<file path="src/rtl/pipe_step_ctrl_if.sv">
// Control/status bundle between the pipeline stepping controller and its host.
// Host drives mode, step, resume and breakpoint setup; controller returns enable and status.
interface pipe_step_ctrl_if #(
    parameter int DIV_W  = 26,
    parameter int ADDR_W = 32,
    parameter int NUM_BP = 2
) ();
    logic [1:0]             Mode;
    logic [DIV_W-1:0]       DivSel;
    logic                   StepBtn;
    logic                   Resume;
    logic [ADDR_W-1:0]      PC;
    logic [NUM_BP-1:0]      BpEn;
    logic [NUM_BP*ADDR_W-1:0] BpAddr;
    logic                   StageEn;
    logic                   Halted;
    logic [NUM_BP-1:0]      BpHit;
    logic [31:0]            CycleCount;

    modport master (
        output Mode, DivSel, StepBtn, Resume, PC, BpEn, BpAddr,
        input  StageEn, Halted, BpHit, CycleCount
    );

    modport slave (
        input  Mode, DivSel, StepBtn, Resume, PC, BpEn, BpAddr,
        output StageEn, Halted, BpHit, CycleCount
    );
endinterface

</file>
<file path="src/rtl/pipe_step_ctrl.sv">
// Pipeline advance-enable generator: hold / free-run / divided / single-step with PC breakpoints.
// Latency: StageEn is registered, one cycle after the issue decision; step button adds 2 sync flops.
// Backpressure: none; breakpoints suppress issue and park in BREAK until Resume.
module pipe_step_ctrl #(
    parameter int          DIV_W         = 26,
    parameter int          ADDR_W        = 32,
    parameter int          NUM_BP        = 2,
    parameter logic [31:0] CNT_RESET_VAL = 32'd0
) (
    input  logic            Clk,
    input  logic            Rst,
    pipe_step_ctrl_if.slave bus
);

    localparam logic [1:0] MODE_HOLD = 2'b00;
    localparam logic [1:0] MODE_FREE = 2'b01;
    localparam logic [1:0] MODE_DIV  = 2'b10;
    localparam logic [1:0] MODE_STEP = 2'b11;

    typedef enum logic {
        ST_RUN   = 1'b0,
        ST_BREAK = 1'b1
    } state_t;

    state_t             state;
    logic [1:0]         mode_q;
    logic [DIV_W-1:0]   div_cnt;
    logic               sync1;
    logic               sync2;
    logic               step_prev;
    logic               skip;
    logic               stage_en;
    logic               halted;
    logic [NUM_BP-1:0]  bp_hit;
    logic [31:0]        cycle_count;

    logic               mode_chg;
    logic               step_edge;
    logic               due;
    logic               bp_mode;
    logic               bp_stop;
    logic               issue;
    logic [NUM_BP-1:0]  bp_match;

    assign mode_chg  = (bus.Mode != mode_q);
    assign step_edge = sync2 & ~step_prev;

    always_comb begin
        bp_match = '0;
        for (int i = 0; i < NUM_BP; i++) begin
            bp_match[i] = bus.BpEn[i] && (bus.PC == bus.BpAddr[i*ADDR_W +: ADDR_W]);
        end
    end

    always_comb begin
        due     = 1'b0;
        bp_mode = 1'b0;
        case (bus.Mode)
            MODE_FREE: begin
                due     = 1'b1;
                bp_mode = 1'b1;
            end
            MODE_DIV: begin
                due     = (div_cnt >= bus.DivSel);
                bp_mode = 1'b1;
            end
            MODE_STEP: due = step_edge;
            default:   due = 1'b0;
        endcase
    end

    // A mode change in the same cycle outranks both issue and breakpoint entry.
    assign bp_stop = due && bp_mode && (|bp_match) && !skip && (state == ST_RUN) && !mode_chg;
    assign issue   = due && (state == ST_RUN) && !mode_chg && !bp_stop;

    always_ff @(posedge Clk or negedge Rst) begin
        if (!Rst) begin
            state       <= ST_RUN;
            mode_q      <= MODE_HOLD;
            div_cnt     <= '0;
            sync1       <= 1'b0;
            sync2       <= 1'b0;
            step_prev   <= 1'b0;
            skip        <= 1'b0;
            stage_en    <= 1'b0;
            halted      <= 1'b0;
            bp_hit      <= '0;
            cycle_count <= CNT_RESET_VAL;
        end else begin
            mode_q    <= bus.Mode;
            sync1     <= bus.StepBtn;
            sync2     <= sync1;
            step_prev <= mode_chg ? 1'b0 : sync2;
            stage_en  <= issue;
            halted    <= (state == ST_BREAK) || (bus.Mode == MODE_HOLD);

            if (mode_chg || (bus.Mode != MODE_DIV) || (state == ST_BREAK)) begin
                div_cnt <= '0;
            end else if (due) begin
                div_cnt <= '0;
            end else begin
                div_cnt <= div_cnt + DIV_W'(1);
            end

            case (state)
                ST_RUN:   if (bp_stop) state <= ST_BREAK;
                ST_BREAK: if (bus.Resume) state <= ST_RUN;
                default:  state <= ST_RUN;
            endcase

            // Skip lets the instruction sitting on a breakpoint go through once after Resume.
            if (mode_chg) begin
                skip <= 1'b0;
            end else if ((state == ST_BREAK) && bus.Resume) begin
                skip <= 1'b1;
            end else if (issue) begin
                skip <= 1'b0;
            end

            bp_hit <= (bus.Resume ? '0 : bp_hit) | (bp_stop ? bp_match : '0);

            if (issue && (cycle_count != 32'hFFFF_FFFF)) begin
                cycle_count <= cycle_count + 32'd1;
            end
        end
    end

    assign bus.StageEn    = stage_en;
    assign bus.Halted     = halted;
    assign bus.BpHit      = bp_hit;
    assign bus.CycleCount = cycle_count;

endmodule

</file>
<file path="src/flat_wrapper.sv">
// flat-port wrapper written by rule: the top's interface ports become plain ports
module pipe_step_ctrl_flat 
#(
    parameter int          DIV_W         = 26,
    parameter int          ADDR_W        = 32,
    parameter int          NUM_BP        = 2,
    parameter logic [31:0] CNT_RESET_VAL = 32'd0
)
  (Clk, Rst, bus_Mode, bus_DivSel, bus_StepBtn, bus_Resume, bus_PC, bus_BpEn, bus_BpAddr, bus_StageEn, bus_Halted, bus_BpHit, bus_CycleCount);
  pipe_step_ctrl_if #(.DIV_W(DIV_W), .ADDR_W(ADDR_W), .NUM_BP(NUM_BP)) bus_i ();
  input  logic Clk;
  input  logic Rst;
  input wire logic [$bits(bus_i.Mode)-1:0] bus_Mode;
  input wire logic [$bits(bus_i.DivSel)-1:0] bus_DivSel;
  input wire logic [$bits(bus_i.StepBtn)-1:0] bus_StepBtn;
  input wire logic [$bits(bus_i.Resume)-1:0] bus_Resume;
  input wire logic [$bits(bus_i.PC)-1:0] bus_PC;
  input wire logic [$bits(bus_i.BpEn)-1:0] bus_BpEn;
  input wire logic [$bits(bus_i.BpAddr)-1:0] bus_BpAddr;
  output wire logic [$bits(bus_i.StageEn)-1:0] bus_StageEn;
  output wire logic [$bits(bus_i.Halted)-1:0] bus_Halted;
  output wire logic [$bits(bus_i.BpHit)-1:0] bus_BpHit;
  output wire logic [$bits(bus_i.CycleCount)-1:0] bus_CycleCount;
  assign bus_i.Mode = bus_Mode;
  assign bus_i.DivSel = bus_DivSel;
  assign bus_i.StepBtn = bus_StepBtn;
  assign bus_i.Resume = bus_Resume;
  assign bus_i.PC = bus_PC;
  assign bus_i.BpEn = bus_BpEn;
  assign bus_i.BpAddr = bus_BpAddr;
  assign bus_StageEn = bus_i.StageEn;
  assign bus_Halted = bus_i.Halted;
  assign bus_BpHit = bus_i.BpHit;
  assign bus_CycleCount = bus_i.CycleCount;
  pipe_step_ctrl #(.DIV_W(DIV_W), .ADDR_W(ADDR_W), .NUM_BP(NUM_BP), .CNT_RESET_VAL(CNT_RESET_VAL)) u_core (.Clk(Clk), .Rst(Rst), .bus(bus_i));
endmodule
</file>
<file path="config.mk">
export PLATFORM = sky130hd
export DESIGN_NAME = pipe_step_ctrl_flat
export DESIGN_NICKNAME = d
export VERILOG_FILES = /design/src/rtl/pipe_step_ctrl_if.sv /design/src/rtl/pipe_step_ctrl.sv /design/src/flat_wrapper.sv
export SDC_FILE = /design/constraint.sdc
export NUM_CORES = 1
export LEC_CHECK = 0
export ABC_AREA = 1
export CORE_UTILIZATION = 45
export CTS_CLUSTER_DIAMETER = 60
export DETAILED_ROUTE_END_ITERATION = 16
export PLACE_DENSITY = 0.76
export SYNTH_ARGS = -nofsm -noshare
export SYNTH_HDL_FRONTEND = slang
export SYNTH_SLANG_ARGS = --single-unit
</file>
<file path="constraint.sdc">
create_clock -name Clk -period 3.75 [get_ports Clk]
set_clock_uncertainty 0.15 [all_clocks]
set_input_delay 0.9375 -clock Clk [delete_from_list [all_inputs] [get_ports Clk]]
set_output_delay 0.9375 -clock Clk [all_outputs]
set_load 0.02 [all_outputs]
</file>
# Word-level counts from Yosys, hierarchy flattened
# Index checks and enable logic that the tools add are counted.
dict set report word_totals {
  ram_bits 0
  latch_bits 0
  rom_bits 0
  input_bits 130
  output_inout_bits 36
  register_bits 69
  elab_cells 61
  n_memories 0
}
dict set report op_classes {
  magnitude_cmp 1
  div_mod_pow 0
  n_eq_ne 8
  n_addsub 2
  mux 13
  bitwise_logic 4
  n_reduce_logical 22
  n_shift 0
  n_mul 0
}
# cell count
set op_table {}
lappend op_table {{32-bit equality test} 2}
lappend op_table {{26-bit two-way mux} 2}
lappend op_table {{32-bit by 1-bit adder with 32-bit output (second input constant)} 1}
lappend op_table {{32-bit inequality test (second input constant)} 1}
lappend op_table {{26-bit by 1-bit adder with 26-bit output (second input constant)} 1}
lappend op_table {{26-bit >= comparator} 1}
lappend op_table {{1-bit logical AND} 12}
lappend op_table {{1-bit two-way mux} 7}
lappend op_table {{2-bit equality test (second input constant)} 2}
lappend op_table {{2-bit two-way mux} 2}
lappend op_table {{2-bit OR reduction} 2}
lappend op_table {{1-bit logical NOT} 3}
lappend op_table {{1-bit logical OR} 3}
lappend op_table {{1-bit case mux with 3 select lines} 1}
lappend op_table {{3-bit nonzero test} 1}
lappend op_table {{2-bit by 1-bit equality test with 1-bit output (second input constant)} 1}
lappend op_table {{2-bit logical NOT} 1}
lappend op_table {{2-bit inequality test} 1}
lappend op_table {{2-bit inequality test (second input constant)} 1}
lappend op_table {{1-bit inverter} 2}
lappend op_table {{2-bit bitwise OR} 1}
lappend op_table {{1-bit case mux with 2 select lines} 1}
lappend op_table {{1-bit bitwise AND} 1}

# Longest topological paths before layout
dict set report depth {
  depth_word 13
  ltp_mapped 18
  ltp_nobuf 17
}

# Worst setup path before layout
# No wires, ideal clock.
dict set report synth_path {
  path_type {input-to-reg}
  start {input port bus_DivSel[25]}
  end {register u_core.cycle_count[27], in the netlist u_core.bus.CycleCount[27]}
  t_arrival_ns 2.513
  required_time_ns 3.482
  setup_ns 0.118
  path_stages 16
  setup_slack_ns 0.969
  n_path_buf 1
  cell_sequence {inv_1 ha_1 nand2_1 nor2_1 nand2_1 nor3_1 nand2_1 nand3_1 nand2_1 nand2_1 nand2_1 inv_2 nand3_4 buf_6 nand2_1 nand2_1}
}
dict set report synth_between {
  elab_chain_len 10
  word_cells_on_any_way 12
  classes_between {order compare: 1; mux: 1; reduce/logical: 10}
}
# element line_no
set synth_lines {}
lappend synth_lines {{start, declared} flat_wrapper.sv:14} ;# input wire logic [$bits(bus_i.DivSel)-1:0] bus_DivSel;
lappend synth_lines {{26-bit >= comparator (*)} pipe_step_ctrl.sv:64} ;# due = (div_cnt >= bus.DivSel);
lappend synth_lines {{1-bit case mux with 3 select lines (*)} pipe_step_ctrl.sv:58} ;# case (bus.Mode)
lappend synth_lines {{1-bit logical AND (5 in series)} pipe_step_ctrl.sv:73} ;# assign bp_stop = due && bp_mode && (|bp_match) && !skip && (state == ST_RUN) && !mode_chg;
lappend synth_lines {{1-bit logical NOT} pipe_step_ctrl.sv:74} ;# assign issue = due && (state == ST_RUN) && !mode_chg && !bp_stop;
lappend synth_lines {{1-bit logical AND (*)} pipe_step_ctrl.sv:74}
lappend synth_lines {{1-bit logical AND (*)} pipe_step_ctrl.sv:122} ;# if (issue && (cycle_count != 32'hFFFF_FFFF)) begin
lappend synth_lines {{end signal, assigned} pipe_step_ctrl.sv:123} ;# cycle_count <= cycle_count + 32'd1;
lappend synth_lines {{end, declared} pipe_step_ctrl.sv:35} ;# logic [31:0] cycle_count;
# Every way passes the cells marked *; elsewhere a longest branch is shown, timed or not.
# A chain may end at the register's enable or synchronous reset.

# Worst setup path in the final report
# Ends and elaborated chain as after synthesis.

==> results.md <==
* Run status: complete, no violations
* Crit path cell chain: clkdlybuf4s50_1 > inv_1 > ha_1 > nand2_1 > nor2_1 > nand2_1 > nor3_1 > nand2_1 > nand3_1 > nand2_1 > nand2_1 > nand2_1 > inv_2 > nand3_4 > nand2_1 > nand2_1
* CTS Buf Count at 9
* Post-synthesis sequential area ratio at 0.300
* VDD IR max at between 0.2 and 0.25 mV
* Hpwl dp at about 13,000 µm
* Root Driver: clkbuf_16
* I/O pins at ~170
* Skew-Pair Late Insertion Delay at ~0.34 ns
* Post-CTS setup buffers at 0
* Crit path launch type: input port
* Worst setup margin at between 0.5 and 0.6 ns
* N_diodes at 0
* Nature of the critical path endpoint: register
* Slew Viols, Final at 0
* Drt pass-1 iters at 6
* RSZ-0062 raised after global routing: false
* CP peak stage delay at between 0.4 and 0.5 ns
* Synth top area share at 0.300
* Number of synthesized flops with an enable pin at 0
* Setup Viol. Count Final at 0
* CTS tree: done
* Worst Tran Pin Value at approximately 0.57 ns
* Area contributors post-synth: dfrtp_1, nand2_1, inv_1, ha_1, nor2_1
* Hold Path Class: reg2reg
* Rows at 40
* Number of remaining DRC errors at 0
* Asr flop ratio synth at 1.00
* Worst slew margin at 0.622
* Synth-to-Final Area Change at 37.8%
* Die X at approximately 120 µm
* Critical Path AT at between 3 and 4 ns
* Max Cap Violations at 0
* First-pass GRT wire length at roughly 26,000 µm
* Clock-pin transition on the worst setup and hold timing paths at about 0.060 ns
* CP required at 3.82 ns
* Setup TNS at 0 ns
* Wirelength, routed at 16,000 µm
* Final period util at 0.863
* YS warnings at 0
* GP Congestion at between 0.9 and 1
* Ys flop type: dfrtp_1
* Cell at the slowest stage of the critical path: clkdlybuf4s50_1
* Post-place setup slack at roughly 0.18 ns
* Register bit total from synthesis at 69
* Post-CTS Hold Buffers at 0
* Fin nets at around 1,200
* Vert. Die Dim at 115 µm
* Commonest cells post-synth: nand2_1, inv_1, nor2_1
* DR vias/cell at just under 5
* Crit Path Category: in2reg
* Power per cell area at 280 mW/mm²
* Port Buf Inserts at 165
* Die footprint at ~0.013 mm²
* Tot GR Track Use at 0.257
* Core area at 0.0123 mm²
* Pin count of the biggest net entering global routing at 46
* Final Hold Fails at 0
* Yosys cell types at 31
* Total number of vias at 5,986
* CTS sink cnt at 69
* Syn_area_per_cell at around 6.6 µm²
* Layout cells sized above 1 at 0.0583
* Max Fclk at 0.309 GHz
* Antenna violation net count after detailed routing at 0
* Cell mode on critical path: nand2_1
* Cell count after synthesis at 870
* Starting DRT DRC Count at ~370
* Syn_nets at slightly above 1,000
* GR Overflow Total at 0
* Synth area leader: dfrtp_1
* H-tree depth at 3
* Post-Syn Area at ~0.0058 mm²
* Resize count post-CTS at 0
* Clk buf depth at 2
* Avg WL per Cell at 13.1 µm
* Crit-path max FO at 32
* Crit path time final at approximately 3.2 ns
* Leakage at 3.90 nW
* Count leader, synth: nand2_1
* Initial Util at 0.470
* Initial antenna violation count at 0
* Vias in the first global route at about 5,700
==> kinds of logic (layout without fill, tap and decap cells) <==
| group | after synthesis | after routing | synth area share |
|---|---|---|---|
| AO/OA/AOI/OAI | 28 | 28 | 0.0282 |
| XOR/XNOR | 61 | 61 | 0.0928 |
| buffers and inverters | 155 | 332 | 0.106 |
| adder cells (fa/ha/maj) | 31 | 31 | 0.0673 |
| flip-flops | 69 | 69 | 0.300 |
| AND/OR/NAND/NOR | 526 | 526 | 0.405 |
==> area by class of cell <==
class / instances / area, µm²
clock buffer: 11 / 253
tap: 168 / 210
inverter: 145 / 544
timing repair buffer: 171 / 1700
fill: 1101 / 4320
clock inverter: 5 / 81.3
sequential: 69 / 1730
multi-input combinational: 646 / 3420
==> routing by layer <==
layer  wire (µm)  share of wire  global-route usage
met5           0              0                   0
met4         303          0.019              0.0797
met3        1050          0.065              0.0633
met2        7730           0.48               0.445
met1        6890           0.43               0.314
==> sequential cells by signal, indices dropped and copies added, names as in the netlist <==
register               flops
u_core.bus.BpHit           2
u_core.bus.CycleCount     32
u_core.bus.Halted          1
u_core.bus.StageEn         1
u_core.div_cnt            26
u_core.mode_q              2
u_core.skip                1
u_core.state               1
u_core.step_prev           1
u_core.sync1               1
u_core.sync2               1
==> power by group <==
group,internal [mW],switching (mW),total (mW)
Combinational,0.241,0.225,0.466
Clock,0.620,0.332,0.952
Sequential,0.769,0.0376,0.806
Total,1.63,0.595,2.22
==> stage by stage <==
stage | total power [mW] | area, µm² | utilization | std cells | hold slack [ns]
after global placement | 1.28 | 7600 | 0.620 | 1199 | 0.183
after global routing | 2.32 | 7940 | 0.647 | 1215 | 0.229
after floorplan | 1.03 | 5760 | - | 870 | 0.181
final | 2.22 | 7940 | 0.647 | 1215 | 0.222
after CTS | 2.24 | 7940 | 0.647 | 1215 | 0.232
after detailed placement | 1.29 | 7600 | 0.620 | 1199 | 0.208
==> path summary, 6_finish.rpt <==
check,from,to,slack [ns],cells after the start
setup / recovery,bus_DivSel[25],u_core.bus.CycleCount[27],0.51,16
hold / removal,u_core.sync1,u_core.sync2,0.22,0
setup reg to reg,u_core.div_cnt[17],u_core.bus.CycleCount[27],1.17,12
hold reg to reg,u_core.sync1,u_core.sync2,0.22,0
max in group asynchronous,Rst,u_core.bus.CycleCount[14],2.51,2
min in group asynchronous,Rst,u_core.div_cnt[21],0.43,2
==> worst max-delay path, delay by kind of cell <==
family	cells	cell delay (ns)
adder cells (fa/ha/maj)	1	0.28
buffers and inverters	3	0.61
AND/OR/NAND/NOR	12	1.47
==> cells in the final DEF, fill, tap and decap left out, types with 30 or more instances in the layout <==
cell type and instances:
clkdlybuf4s50_1 164, nand2_1 258, nand3_1 63, xor2_1 35
inv_1 142, nor2_1 93, ha_1 31, nand4_1 30
dfrtp_1 69, nor3_1 37
No activity file was read; power rests on OpenSTA's default activity.
